## src/rtl/display_pkg.sv

```systemverilog
// Shared definitions for the 7-segment display path: active-low hex glyphs
// in {a,b,c,d,e,f,g} = bits 6..0 order, the capture FSM state type and a
// small helper for locating the single low anode bit.
package display_pkg;

  localparam logic [6:0] SEG_0 = 7'b0000001;
  localparam logic [6:0] SEG_1 = 7'b1001111;
  localparam logic [6:0] SEG_2 = 7'b0010010;
  localparam logic [6:0] SEG_3 = 7'b0000110;
  localparam logic [6:0] SEG_4 = 7'b1001100;
  localparam logic [6:0] SEG_5 = 7'b0100100;
  localparam logic [6:0] SEG_6 = 7'b0100000;
  localparam logic [6:0] SEG_7 = 7'b0001111;
  localparam logic [6:0] SEG_8 = 7'b0000000;
  localparam logic [6:0] SEG_9 = 7'b0000100;
  localparam logic [6:0] SEG_A = 7'b0001000;
  localparam logic [6:0] SEG_B = 7'b1100000;
  localparam logic [6:0] SEG_C = 7'b0110001;
  localparam logic [6:0] SEG_D = 7'b1000010;
  localparam logic [6:0] SEG_E = 7'b0110000;
  localparam logic [6:0] SEG_F = 7'b0111000;

  localparam logic [6:0] SEG_BLANK = 7'b1111111;
  localparam logic [3:0] ANODE_IDLE = 4'b1111;

  // WAIT: counting settle cycles, SAMPLE: act on settled value for one
  // cycle, HOLD: phase already sampled, wait for the next change.
  typedef enum logic [1:0] {
    CAP_WAIT   = 2'd0,
    CAP_SAMPLE = 2'd1,
    CAP_HOLD   = 2'd2
  } cap_state_t;

  // Index of the low bit of a one-cold anode word (caller checks one-cold).
  function automatic logic [1:0] low_index(input logic [3:0] an);
    logic [1:0] idx;
    idx = 2'd0;
    for (int i = 0; i < 4; i++) begin
      if (!an[i]) idx = 2'(i);
    end
    return idx;
  endfunction

endpackage

```

## src/rtl/seg7_decode.sv

```systemverilog
// Combinational 7-segment pattern decoder: active-low glyph -> {legal, nibble}.
// Anything that is not one of the sixteen hex glyphs (including blank) is
// reported illegal with nibble 0.
module seg7_decode
  import display_pkg::*;
(
  input  logic [6:0] seg,
  output logic       legal,
  output logic [3:0] nibble
);

  // Glyph lookup; default catches blank and every malformed pattern
  always_comb begin
    legal  = 1'b1;
    nibble = 4'h0;
    case (seg)
      SEG_0: nibble = 4'h0;
      SEG_1: nibble = 4'h1;
      SEG_2: nibble = 4'h2;
      SEG_3: nibble = 4'h3;
      SEG_4: nibble = 4'h4;
      SEG_5: nibble = 4'h5;
      SEG_6: nibble = 4'h6;
      SEG_7: nibble = 4'h7;
      SEG_8: nibble = 4'h8;
      SEG_9: nibble = 4'h9;
      SEG_A: nibble = 4'hA;
      SEG_B: nibble = 4'hB;
      SEG_C: nibble = 4'hC;
      SEG_D: nibble = 4'hD;
      SEG_E: nibble = 4'hE;
      SEG_F: nibble = 4'hF;
      default: begin
        legal  = 1'b0;
        nibble = 4'h0;
      end
    endcase
  end

endmodule

```

## src/rtl/display_capture.sv

```systemverilog
// Multiplexed 7-segment bus observer. Waits for anode/cathode to be stable
// for SETTLE_CYCLES, samples once per phase, assembles a four-digit frame in
// a shadow buffer and publishes it when every digit has been seen.
module display_capture
  import display_pkg::*;
#(
  parameter int unsigned SETTLE_CYCLES = 4,
  parameter int unsigned OFF_TIMEOUT   = 1_000_000
) (
  input  logic       clk,
  input  logic       rst,
  input  logic [6:0] cathode,
  input  logic [3:0] anode,
  output logic [3:0] digit3,
  output logic [3:0] digit2,
  output logic [3:0] digit1,
  output logic [3:0] digit0,
  output logic [3:0] digit_valid,
  output logic       display_on,
  output logic       frame_valid,
  output logic       seg_err,
  output logic       anode_err
);

  localparam logic [7:0]  SETTLE_LAST = 8'(SETTLE_CYCLES - 1);
  localparam logic [19:0] OFF_LIMIT   = 20'(OFF_TIMEOUT);

  // Input stage and change detection
  logic [3:0] a_q, a_d, a_prev_q, a_prev_d;
  logic [6:0] c_q, c_d, c_prev_q, c_prev_d;
  logic       change;

  // Settle counter and FSM
  logic [7:0] stab_cnt_q, stab_cnt_d;
  cap_state_t state_q, state_d;
  logic       sample_fire;

  // Frame assembly and outputs
  logic [19:0]      off_cnt_q, off_cnt_d;
  logic [3:0]       seen_q, seen_d;
  logic [3:0][3:0]  shadow_nib_q, shadow_nib_d;
  logic [3:0]       shadow_vld_q, shadow_vld_d;
  logic [3:0][3:0]  digit_q, digit_d;
  logic [3:0]       digit_valid_q, digit_valid_d;
  logic             display_on_q, display_on_d;
  logic             frame_valid_q, frame_valid_d;
  logic             seg_err_q, seg_err_d;
  logic             anode_err_q, anode_err_d;

  logic       dec_legal;
  logic [3:0] dec_nibble;
  logic [1:0] low_idx;

  seg7_decode u_decode (
    .seg    (c_q),
    .legal  (dec_legal),
    .nibble (dec_nibble)
  );

  assign change  = ({a_q, c_q} != {a_prev_q, c_prev_q});
  assign low_idx = low_index(a_q);

  // State register: FSM state plus every datapath flop
  always_ff @(posedge clk) begin
    if (rst) begin
      a_q           <= ANODE_IDLE;
      c_q           <= SEG_BLANK;
      a_prev_q      <= ANODE_IDLE;
      c_prev_q      <= SEG_BLANK;
      stab_cnt_q    <= '0;
      state_q       <= CAP_WAIT;
      off_cnt_q     <= '0;
      seen_q        <= '0;
      shadow_nib_q  <= '0;
      shadow_vld_q  <= '0;
      digit_q       <= '0;
      digit_valid_q <= '0;
      display_on_q  <= 1'b0;
      frame_valid_q <= 1'b0;
      seg_err_q     <= 1'b0;
      anode_err_q   <= 1'b0;
    end else begin
      a_q           <= a_d;
      c_q           <= c_d;
      a_prev_q      <= a_prev_d;
      c_prev_q      <= c_prev_d;
      stab_cnt_q    <= stab_cnt_d;
      state_q       <= state_d;
      off_cnt_q     <= off_cnt_d;
      seen_q        <= seen_d;
      shadow_nib_q  <= shadow_nib_d;
      shadow_vld_q  <= shadow_vld_d;
      digit_q       <= digit_d;
      digit_valid_q <= digit_valid_d;
      display_on_q  <= display_on_d;
      frame_valid_q <= frame_valid_d;
      seg_err_q     <= seg_err_d;
      anode_err_q   <= anode_err_d;
    end
  end

  // Input capture and saturating settle counter (restarts on any change)
  always_comb begin
    a_d      = anode;
    c_d      = cathode;
    a_prev_d = a_q;
    c_prev_d = c_q;
    if (change) begin
      stab_cnt_d = '0;
    end else if (stab_cnt_q == 8'hFF) begin
      stab_cnt_d = stab_cnt_q;
    end else begin
      stab_cnt_d = stab_cnt_q + 8'd1;
    end
  end

  // Next state: leave WAIT once the counter is about to reach SETTLE-1,
  // so the value seen in SAMPLE has been unchanged for SETTLE_CYCLES
  always_comb begin
    state_d = state_q;
    case (state_q)
      CAP_WAIT: begin
        if (!change && stab_cnt_d >= SETTLE_LAST) state_d = CAP_SAMPLE;
      end
      CAP_SAMPLE: state_d = change ? CAP_WAIT : CAP_HOLD;
      CAP_HOLD:   state_d = change ? CAP_WAIT : CAP_HOLD;
      default:    state_d = CAP_WAIT;
    endcase
  end

  // FSM output: a change arriving in the SAMPLE cycle discards the sample
  always_comb begin
    sample_fire = (state_q == CAP_SAMPLE) && !change;
  end

  // Frame assembly, off detection and error pulses
  always_comb begin
    off_cnt_d     = off_cnt_q;
    seen_d        = seen_q;
    shadow_nib_d  = shadow_nib_q;
    shadow_vld_d  = shadow_vld_q;
    digit_d       = digit_q;
    digit_valid_d = digit_valid_q;
    display_on_d  = display_on_q;
    frame_valid_d = 1'b0;
    seg_err_d     = 1'b0;
    anode_err_d   = 1'b0;

    if (a_q == ANODE_IDLE) begin
      off_cnt_d = (off_cnt_q == 20'hFFFFF) ? off_cnt_q : off_cnt_q + 20'd1;
    end else begin
      off_cnt_d = '0;
    end

    // Seen was completed last cycle: publish the shadow buffer
    if (seen_q == 4'b1111) begin
      digit_d       = shadow_nib_q;
      digit_valid_d = shadow_vld_q;
      frame_valid_d = 1'b1;
      seen_d        = '0;
    end

    // Display dark long enough: drop it and any partial frame
    if (off_cnt_q >= OFF_LIMIT) begin
      display_on_d = 1'b0;
      seen_d       = '0;
    end

    if (sample_fire) begin
      if ($onehot(~a_q)) begin
        shadow_nib_d[low_idx] = dec_legal ? dec_nibble : 4'h0;
        shadow_vld_d[low_idx] = dec_legal;
        seg_err_d             = !dec_legal;
        seen_d[low_idx]       = 1'b1;
        display_on_d          = 1'b1;
        off_cnt_d             = '0;
      end else if (a_q != ANODE_IDLE) begin
        anode_err_d = 1'b1;
      end
    end
  end

  assign digit3      = digit_q[3];
  assign digit2      = digit_q[2];
  assign digit1      = digit_q[1];
  assign digit0      = digit_q[0];
  assign digit_valid = digit_valid_q;
  assign display_on  = display_on_q;
  assign frame_valid = frame_valid_q;
  assign seg_err     = seg_err_q;
  assign anode_err   = anode_err_q;

endmodule
```

## config.mk

```make
export PLATFORM = sky130hd
export DESIGN_NAME = display_capture
export DESIGN_NICKNAME = d
export VERILOG_FILES = /design/src/rtl/display_pkg.sv /design/src/rtl/seg7_decode.sv /design/src/rtl/display_capture.sv
export SDC_FILE = /design/constraint.sdc
export NUM_CORES = 1
export LEC_CHECK = 0
export BUFFER_PORTS_ARGS = -buffer_cell sky130_fd_sc_hd__buf_2
export CORE_ASPECT_RATIO = 0.75
export CORE_MARGIN = 2
export CORE_UTILIZATION = 55
export CTS_CLUSTER_SIZE = 12
export DETAILED_ROUTE_END_ITERATION = 6
export PLACE_DENSITY = 0.74
export SETUP_SLACK_MARGIN = 0.2
export SYNTH_ARGS = -nofsm -noshare
export SYNTH_HDL_FRONTEND = slang
export SYNTH_SLANG_ARGS = --single-unit
```

## constraint.sdc

```tcl
create_clock -name clk -period 3.3 [get_ports clk]
set_input_delay 0 -clock clk [delete_from_list [all_inputs] [get_ports clk]]
set_output_delay 0 -clock clk [all_outputs]
set_load 0.05 [all_outputs]
```

* After elaboration in Yosys (flattened, before gate mapping)
Index checks and enable logic that the tools add are counted.
Storage, ports and cells: register bits 100, logic and storage cells 102
Cells by class: order comparisons 4, reductions and logical operators 12, equality and inequality tests 25, bitwise logic cells 4, multiplexer cells 30, add/sub/neg operators 5
Operators with widths (count):
- $mux W20 | 4
- $pmux W4 S15 | 1
- $eq A7 B6 Y1 const B | 5
- $eq A7 B7 Y1 const B | 4
- $mux W4 | 6
- $add A20 B1 Y20 const B | 1
- $eq A20 B20 Y1 const B | 1
- $ge A20 B20 Y1 const B | 1
- $bwmux W16 | 1
- $mux W8 | 2
- $reduce_or A16 Y1 | 1
- $eq A7 B3 Y1 const B | 2
- $eq A7 B4 Y1 const B | 2
- $ne A11 B11 Y1 | 1
- $add A8 B1 Y8 const B | 1
- $demux W4 S2 | 1
- $eq A4 B4 Y1 const B | 2
- $eq A8 B8 Y1 const B | 1
- $ge A8 B2 Y1 const B | 1
- $mux W1 | 8
- $mux W2 | 4
- $eq A7 B1 Y1 const B | 1
- $eq A7 B5 Y1 const B | 1
- $logic_not A7 Y1 | 1
- 21 further kinds | 27

* Longest topological paths before layout
Gate-level depths: netlist (run 1).
depth in word-level cells 10, gate-level depth with buffers 10, mapped depth without buffers 9

* Modules after synthesis
A second synthesis (run 1) with hierarchy kept.
Second synthesis, totals: cell total of the unflattened synthesis 500, area, all modules 4456.8 um^2
Modules (own cells, without submodules):
- display_capture | times used 1, seq. area each 2001.9 um^2, cells an instance 447, area each 4098.9 um^2
- seg7_decode | times used 1, seq. area each 0.0 um^2, cells an instance 53, area each 357.8 um^2

* Least setup slack after synthesis (run 1)
Ideal clock, no wire load.
path type reg2reg, from register a_q[0] (netlist: a_prev_d[0]), to register shadow_vld_q[0], buffers on the path 0, cell stages (with the launch flop) 10, clock period less this slack 2836 ps, slack 464 ps, data required time 3163 ps, data arrival time 2700 ps, cells stage by stage dfxtp_1 > fa_1 > inv_1 > ha_1 > ha_1 > nor3b_1 > nand4_1 > or4_1 > nor4_1 > a21oi_1
On the way: cells in the longest elaborated chain, start to end 5
Ends and longest elaborated chain:
- from (decl) | RTL line display_capture.sv:29 | logic [3:0] a_q, a_d, a_prev_q, a_prev_d;
- from (signal assigned) | RTL line display_capture.sv:66 | a_q <= ANODE_IDLE;
- from (signal assigned) | RTL line display_capture.sv:83 | a_q <= a_d;
- $not A4 Y4 | RTL line display_capture.sv:170 | if ($onehot(~a_q)) begin
- $add A1 B1 Y2 (not written as such) | RTL line display_capture.sv:170
- $add A2 B2 Y3 (not written as such) | RTL line display_capture.sv:170
- $eq A3 B1 Y1 | RTL line display_capture.sv:170
- $reduce_and A2 Y1 (no source line) *
- to (signal assigned) | RTL line display_capture.sv:92 | shadow_vld_q <= shadow_vld_d;
- to (decl) | RTL line display_capture.sv:42 | logic [3:0] shadow_vld_q, shadow_vld_d;
Every way passes the cells marked *; elsewhere a longest branch is shown, timed or not. A chain may end at the register's enable or synchronous reset.

* Worst setup path after layout (run 1)
from register a_q[1] (netlist: a_prev_d[1]), to register shadow_vld_q[0]
On the way: cells in the longest elaborated chain, start to end 8
Ends and longest elaborated chain:
- $mux W1 | RTL line display_pkg.sv:39 | if (!an[i]) idx = 2'(i);
- $mux W2 (2 in a row) | RTL line display_pkg.sv:39
- $lt A2 B3 Y1 (not written as such) or $ge A2 B1 Y1 (tied branches) | RTL line display_capture.sv:172 | shadow_vld_d[low_idx] = dec_legal;
- $logic_and A1 B1 Y1 (not written as such) | RTL line display_capture.sv:172
- $mux W1 (not written as such) | RTL line display_capture.sv:172
- $demux W1 S2 | RTL line display_capture.sv:172
- $bwmux W4 | RTL line display_capture.sv:172
Several ways; a longest one is shown, not always the timed one.

==> impl_metrics.ini, run 1 <==
[outcome]
status = complete, no violations

[flow_run]
drv_cap = 0

[sta]
period_needed_ps = 2870
hold_viol = 0
clock.fmax_mhz = 349
tightest_slew_ps = 924
finalSetupTns_ps = 0
maxSlewViolCount = 0
finalClockSkew_ps = 8.45
fin_crit_sh_pct = 86.9
slew_headroom_pct = 38.4
rsz0062_at_grt = no
hold_ws_ps = 246
final-setup-viol-count = 0

[pwr]
p_leak_nw = 1.88
powerDensity_nw_per_um2 = 433
switching_share_pct = 23.7
switchingPower_mw = 0.532
p_seq_share_pct = 55.7
p_int_mw = 1.71
ir_drop_uv = 316
power.share.clock_pct = 38.8
combPwrFrac_pct = 5.5

[setup_path]
r2r_setup_slack_ps = 430
critPathMaxFanout = 10
end_kind = register
path_class = register to register
crit_arrival_ps = 3100
timing.rr.start = a_prev_d[1]
critPathLaunchType = register
crit-reg2reg-capture = shadow_vld_q[0]
r2r_cells = 10
critical_path_required_ps = 3540

[hold_path]
hp-start = rst
min_path_type = input port to register
whs_path_depth = 2
min_delay_worst_endpoint = frame_valid

[layout]
final_cells = 684
final_cell_mix = dfxtp_1 (98), nand2_1 (67), a21oi_1 (46)
area_growth_pct = 11.9
num-nets-final = 598
num_antenna_cells = 0
layout-drive-gt1-share_pct = 15.4
layout_commonest_cell = dfxtp_1
post-route-util_pct = 64.6

[synth]
synthTopCellsByArea = dfxtp_1 (43%), nand2_1 (5.4%), a21oi_1 (5.0%)
synthDistinctLibCells = 59
postSynthAreaPerCell_um2 = 8.49
synthArstFlopShare_pct = 0
synthesis.area_um2 = 4630
synth_top_cell_area_share_pct = 43.3
synthFlopType = dfxtp_1
synth_top_area_cell = dfxtp_1
synth_seq_cells = 100
syn_inst = 545
synth_fp_nets = 569
ys_warn_count = 0
ys_seq_area_share_pct = 43.3
synth-edff-count = 0

[placement]
gp_congestion = 0.843
portBuffers = 36
detailed_place_hpwl_um = 6610
dp.cells = 657

[clock_network]
clock_path_buffers = 2
insertion_delay_ps = 380
path_clk_slew_ps = 100
cts_max_level = 3
post_cts_buffers = 0
cts_sinks = 100
numCtsBuffers = 9
cts_tree = built
clockRootBuffer = clkbuf_8

[global_routing]
grt_max_degree = 58
gr-total-overflow = 0
grt_pass1_vias = 3522
grt_usage_pct = 22.2
antenna_found_initial = 0
grt_pass1_wl_um = 16400

[floorplanning]
core_um2 = 8020
core.rowCount = 28
start_util_pct = 57.7
die_x_um = 110
pin_count = 37
die_h_um = 83.4
die-area_um2 = 9170

[route]
wl_per_cell_um = 14.4
routed_wl_um = 9860
drc_errors = 0
vias = 3927
drtIter0Drc = 217
drtAntennaViolNets = 0
drtPass1Iterations = 5
routed_via_density = 5.74
-- state kept, by name, summed over array words and instances, names as in the netlist --
register      cells
a_prev_d          4
seg_err           1
c_prev_d          7
display_on        1
shadow_vld_q      4
c_prev_q          7
digit1            4
anode_err         1
digit3            4
digit2            4
shadow_nib_q     16
stab_cnt_q        8
seen_q            4
state_q           2
off_cnt_q        20
frame_valid       1
digit_valid       4
digit0            4
a_prev_q          4
-- power by group through the flow --
stage	combinational [mW]	clock [mW]	sequential, mW
finish	0.124	0.870	1.25
global route	0.138	0.930	1.25
CTS	0.122	0.887	1.25
detailed placement	0.111	0	1.28
global placement	0.109	0	1.28
floorplan	0.101	0	1.26
-- worst max-delay path by stage --
stage                      from              end  cells past startpoint
global placement    a_prev_d[1]  shadow_vld_q[0]                     10
detailed placement  a_prev_d[1]  shadow_vld_q[0]                     10
CTS                 a_prev_d[1]  shadow_vld_q[0]                     10
finish              a_prev_d[1]  shadow_vld_q[0]                     10
global route        a_prev_d[0]  shadow_vld_q[1]                     10
floorplan           a_prev_d[0]  shadow_vld_q[0]                      9
-- Yosys cell counts (all sizes together) (2+ instances only) --
cell     instances
and3            10
nor4bb           5
nor3            17
a31oi           10
xor2            10
ha              10
nor2b            5
nand4           12
nor3b            7
nand2           67
o21ai           24
xnor2           17
and4             5
a21oi           47
clkbuf          25
and2             2
o31ai            3
and3b            3
nor2            42
nand3           11
inv             18
or3              5
a22oi            2
buf             10
a22o             4
a211oi          12
dfxtp          100
nand3b           2
nor4            11
mux2i            2
or2             18
nand4b           2
or4              5
nand2b           4
o2111ai          4
-- cell type report --
type                            count  area [um^2]
Timing Repair Buffer               53          335
Inverter                           18         67.6
Fill cell                         679         2840
Tap cell                          105          131
Sequential cell                   100         2000
Clock inverter                      6         96.3
Multi-Input combinational cell    392         2420
Clock buffer                       10          128
-- cell families after synthesis --
| family | count (synthesis) | synth area share, % |
|---|---|---|
| buffers and inverters | 53 | 4.68 |
| AO/OA/AOI/OAI | 117 | 15.8 |
| XOR/XNOR | 27 | 5.11 |
| adder cells (fa/ha/maj) | 11 | 3.14 |
| AND/OR/NAND/NOR | 234 | 27.4 |
| multiplexers | 3 | 0.676 |
| flip-flops | 100 | 43.3 |
-- metal layers --
metal	GRT usage (%)	wire length [um]	up-vias
met1	32.1	4870	1827
met2	32.5	4280	122
met5	0	0	-
li1	-	-	1972
met4	6.10	70	0
met3	5.89	642	6
-- repair_timing --
action / 4_1_cts / 5_1_grt
hold buffers: 11 / 0
hold endpoints to repair: 11 / 0
setup endpoints to repair: 0 / 4
resized for setup: 0 / 3
-- critical path: stages, from the launching register on --
cell,delay [ps]
dfxtp_2,390
fa_1,510
inv_1,40
ha_1,170
ha_1,270
nor3b_1,190
buf_4,170
nand4_1,110
or4_1,480
nor4_1,290
a21oi_1,100
-- metrics by stage --
stage          total power [mW]  instance area, um^2  setup WS, ps
5_1_grt                    2.32                 5180           258
3_3_place_gp               1.39                 4840           446
4_1_cts                    2.26                 5170           356
3_5_place_dp               1.39                 4840           374
6_report                   2.24                 5180           434
2_1_floorplan              1.36                 4630           464
No activity file was read; power rests on OpenSTA's default activity.
==> run 2, diff against run 1 <==
CELL_PAD_IN_SITES_DETAIL_PLACEMENT = 1   (was unset)
CELL_PAD_IN_SITES_GLOBAL_PLACEMENT = 2   (was unset)
CORE_UTILIZATION = 36   (was 55)
PLACE_DENSITY = unset   (was 0.74)
PLACE_DENSITY_LB_ADDON = 0.1   (was unset)
==> impl_metrics.ini, run 2 (synthesis gave the netlist of run 1 again) <==
[global_routing]
grt_pass1_vias = 3994
grt_usage_pct = 17.8
gr-total-overflow = 0
grt_max_degree = 57
grt_pass1_wl_um = 19700
antenna_found_initial = 0

[pwr]
switching_share_pct = 23.5
p_seq_share_pct = 50.9
ir_drop_uv = 237
powerDensity_nw_per_um2 = 456
switchingPower_mw = 0.575
p_leak_nw = 1.95
combPwrFrac_pct = 5.5
p_int_mw = 1.88
power.share.clock_pct = 43.6

[sta]
tightest_slew_ps = 766
hold_viol = 0
period_needed_ps = 2930
finalClockSkew_ps = 10.2
fin_crit_sh_pct = 88.8
final-setup-viol-count = 0
clock.fmax_mhz = 341
maxSlewViolCount = 0
rsz0062_at_grt = no
finalSetupTns_ps = 0
slew_headroom_pct = 48.5

[clock_network]
path_clk_slew_ps = 70
clockRootBuffer = clkbuf_16
numCtsBuffers = 9
insertion_delay_ps = 340
cts_tree = built
cts_sinks = 100
cts_max_level = 3
clock_path_buffers = 2

[route]
routed_via_density = 5.30
drtIter0Drc = 171
drtPass1Iterations = 4
routed_wl_um = 11600
vias = 3980
drtAntennaViolNets = 0
drc_errors = 0
wl_per_cell_um = 15.5

[setup_path]
critical_path_required_ps = 3490
crit_arrival_ps = 3120
timing.rr.start = a_prev_d[0]
r2r_setup_slack_ps = 370
critPathMaxFanout = 6
critPathLaunchType = register
end_kind = register
crit_start = a_prev_d[0]
path_class = register to register

[placement]
gp_congestion = 0.790
detailed_place_hpwl_um = 8260
portBuffers = 36

[floorplanning]
pin_count = 37
core_um2 = 12400
start_util_pct = 37.3
die-area_um2 = 13800
die_h_um = 102
core.rowCount = 35
die_x_um = 135

[layout]
largest_reg_flops = 20
post-route-util_pct = 43.4
largest_register = off_cnt_q
largestRegisters = off_cnt_q: 20 flops, shadow_nib_q: 16 flops, stab_cnt_q: 8 flops
num_antenna_cells = 0
area_growth_pct = 16.2
layout_commonest_cell = dfxtp_1
final_cell_mix = dfxtp_1 (99), nand2_1 (67), a21oi_1 (46)
num-nets-final = 604
layout-drive-gt1-share_pct = 15.9

[flow_run]
drv_cap = 0

[hold_path]
min_path_type = input port to register
hp-start = cathode[5]

[outcome]
status = complete, no violations
## run 2: through the flow
step | std cells | area [um^2] | hold slack [ps] | power, mW | setup WS (ps)
3_3_place_gp | 723 | 4950 | 185 | 1.40 | 403
2_1_floorplan | 545 | 4630 | 104 | 1.36 | 464
3_5_place_dp | 723 | 4950 | 185 | 1.40 | 265
5_1_grt | 751 | 5380 | 379 | 2.55 | 205
4_1_cts | 751 | 5370 | 353 | 2.49 | 257
6_report | 751 | 5380 | 371 | 2.45 | 371
## run 2: critical path: stages (launching register included)
cell,delay (ps)
dfxtp_1,370
fa_1,550
inv_1,40
ha_1,180
ha_1,270
nor3b_1,200
buf_4,170
nand4_1,110
or4_1,490
nor4_1,300
a21oi_1,110
## run 2: cell type report
class | instances | area [um^2]
Sequential cell | 100 | 2000
Fill cell | 1469 | 7020
Clock inverter | 6 | 71.3
Multi-Input combinational cell | 392 | 2420
Timing Repair Buffer | 59 | 383
Inverter | 18 | 67.6
Tap cell | 166 | 208
Clock buffer | 10 | 229
## run 2: worst paths after layout
| path | to | depth (start not counted) |
|---|---|---|
| max reg2reg | shadow_vld_q[0] | 10 |
| min | c_prev_d[5] | 3 |
| max | shadow_vld_q[0] | 10 |
| min reg2reg | digit2[3] | 2 |
## run 2: what timing repair did
action / in CTS / in global routing
hold buffers: 12 / 0
buffers inserted: 0 / 0
endpoints found under the hold margin: 12 / 0
setup endpoints to repair: 0 / 22
resized for setup: 0 / 2
## run 2: routing by layer
metal | GRT usage [%] | routed length [um] | share of wire [%]
met3 | 3.72 | 288 | 2.5
met4 | 3.89 | 54 | 0.46
met1 | 25.2 | 6100 | 52
met2 | 28.1 | 5180 | 45
met5 | 0 | 0 | 0
## run 2: power by group through the flow
stage          clock network (mW)  registers, mW  logic (mW)
5_1_grt                      1.15           1.25       0.151
3_3_place_gp                    0           1.28       0.121
6_report                     1.07           1.25       0.135
4_1_cts                      1.11           1.25       0.135
2_1_floorplan                   0           1.26       0.101
3_5_place_dp                    0           1.28       0.123
==> run 3, diff against run 2 <==
clock period = 2.8 ns   (was 3.3 ns; I/O delays follow)
==> impl_metrics.ini, run 3 (synthesis gave the netlist of run 1 again) <==
[pwr]
powerDensity_nw_per_um2 = 514
ir_drop_uv = 347
p_leak_nw = 2.03

[sta]
tightest_slew_ps = 701
hold_viol = 0
finalSetupTns_ps = 0
fin_crit_sh_pct = 94.0
clock.fmax_mhz = 380
finalClockSkew_ps = 11.1
fin_ws_ps = 168
rsz0062_at_grt = yes
slew_headroom_pct = 52.9
final-setup-viol-count = 0
maxSlewViolCount = 0
period_needed_ps = 2630

[hold_path]
min_path_type = input port to register
whs_path_depth = 3

[global_routing]
grt_pass1_wl_um = 19800
gr-usage-met3_pct = 3.27
gr-total-overflow = 0
grt_pass1_vias = 3917
grt_util_met1_pct = 25.8
grt_use_met2_pct = 27.7
antenna_found_initial = 0
busiest_layer = met2
grt_max_degree = 57
grt_usage_pct = 18.0

[route]
wl_per_cell_um = 15.4
drc_errors = 0
routed_via_density = 5.25
drtIter0Drc = 109
vias = 4012
routed_wl_um = 11800
drtAntennaViolNets = 0
drtPass1Iterations = 4

[floorplanning]
core_um2 = 12400
die_h_um = 102
core.rowCount = 35
pin_count = 37
die_x_um = 135
die-area_um2 = 13800
start_util_pct = 37.3

[clock_network]
numCtsBuffers = 9
path_clk_slew_ps = 80
cts_max_level = 3
clockRootBuffer = clkbuf_16
cts_tree = built
cts_sinks = 100
clock_path_buffers = 2
insertion_delay_ps = 350

[placement]
pre_cts_ws_ps = 85.6
gp_congestion = 0.778
detailed_place_hpwl_um = 8320
portBuffers = 36

[flow_run]
drv_cap = 0

[layout]
layout_commonest_cell = dfxtp_1
largest_reg_flops = 20
layout-drive-gt1-share_pct = 20.9
seqCellArea_um2 = 2000
largestRegisters = off_cnt_q: 20 flops, shadow_nib_q: 16 flops, stab_cnt_q: 8 flops
largest_register = off_cnt_q
final_cell_mix = dfxtp_1 (98), nand2_1 (66), a21oi_1 (46)
area_growth_pct = 21.0
num_antenna_cells = 0
post-route-util_pct = 45.2
final.fill_count = 1461
multi_input_area_um2 = 2520
num-nets-final = 617

[setup_path]
crit_arrival_ps = 2870
end_kind = register
timing.rr.start = a_prev_d[3]
crit-reg2reg-capture = shadow_vld_q[0]
critPathMaxFanout = 3
critPathLaunchType = register
critical_path_required_ps = 3040
r2r_setup_slack_ps = 170
endpoint = shadow_vld_q[0]
r2r_cells = 10
path_class = register to register
crit_start = a_prev_d[3]

[outcome]
status = complete, no violations
-- run 3: cell count changes in the layout (fill, tap and decap cells not counted), moves of 3 or more --
cell and change:
buf_4 +12, nor4_1 -4, a211oi_1 -3, a211oi_2 +3, or4_1 -3, or4_4 +3
-- run 3: where the power goes --
part / leakage (nW) / switching (mW) / internal, mW
Sequential: 0.810 / 0.0140 / 1.44
Combinational: 1.08 / 0.118 / 0.0897
Clock: 0.143 / 0.593 / 0.626
-- run 3: critical path: stages (launching register included) --
cell and delay (ps):
dfxtp_2 330, fa_1 530, inv_1 40, ha_2 170, ha_4 220, nor3b_4 240, buf_4 160, nand4_1 120
or4_4 470, nor4_2 150, a21oi_1 90
-- run 3: worst min-delay path by stage --
| stage | startpoint | to | slack, ps |
|---|---|---|---|
| 2_1_floorplan | anode[0] | a_prev_d[0] | 100 |
| 5_1_grt | rst | c_prev_q[6] | 50 |
| 3_3_place_gp | cathode[2] | c_prev_d[2] | 180 |
| 4_1_cts | rst | a_prev_q[2] | 30 |
| 3_5_place_dp | cathode[1] | c_prev_d[1] | 190 |
| 6_report | rst | a_prev_q[2] | 20 |
-- run 3: repair_timing --
action,CTS,global route
pin swaps,7,4
hold endpoints to repair,11,0
hold buffers,11,0
endpoints found under the setup margin,41,45
resized for setup,5,17
buffers inserted,2,4
-- run 3: stage by stage --
step                power (mW)  cell area (um^2)  instances  hold WS [ps]
finish                    2.88              5600        764          24.2
detailed placement        1.66              5030        731           186
floorplan                 1.61              4640        545           104
global route              3.00              5600        764          48.6
global placement          1.66              5030        731           183
CTS                       2.91              5480        760          32.7
-- run 3: final cells by class --
| cell class | count | area share [%] |
|---|---|---|
| sequential | 100 | 35.8 |
| inverter | 18 | 1.21 |
| clock buffer | 9 | 4.02 |
| tap | 166 | 3.71 |
| multi-input combinational | 392 | 45.0 |
| clock inverter | 7 | 1.23 |
| timing repair buffer | 72 | 8.99 |
-- run 3: layer usage --
metal | vias up | wire (um)
met2 | 42 | 5030
met1 | 1937 | 6340
met4 | 0 | 125
li1 | 2024 | -
met3 | 9 | 267
met5 | - | 0
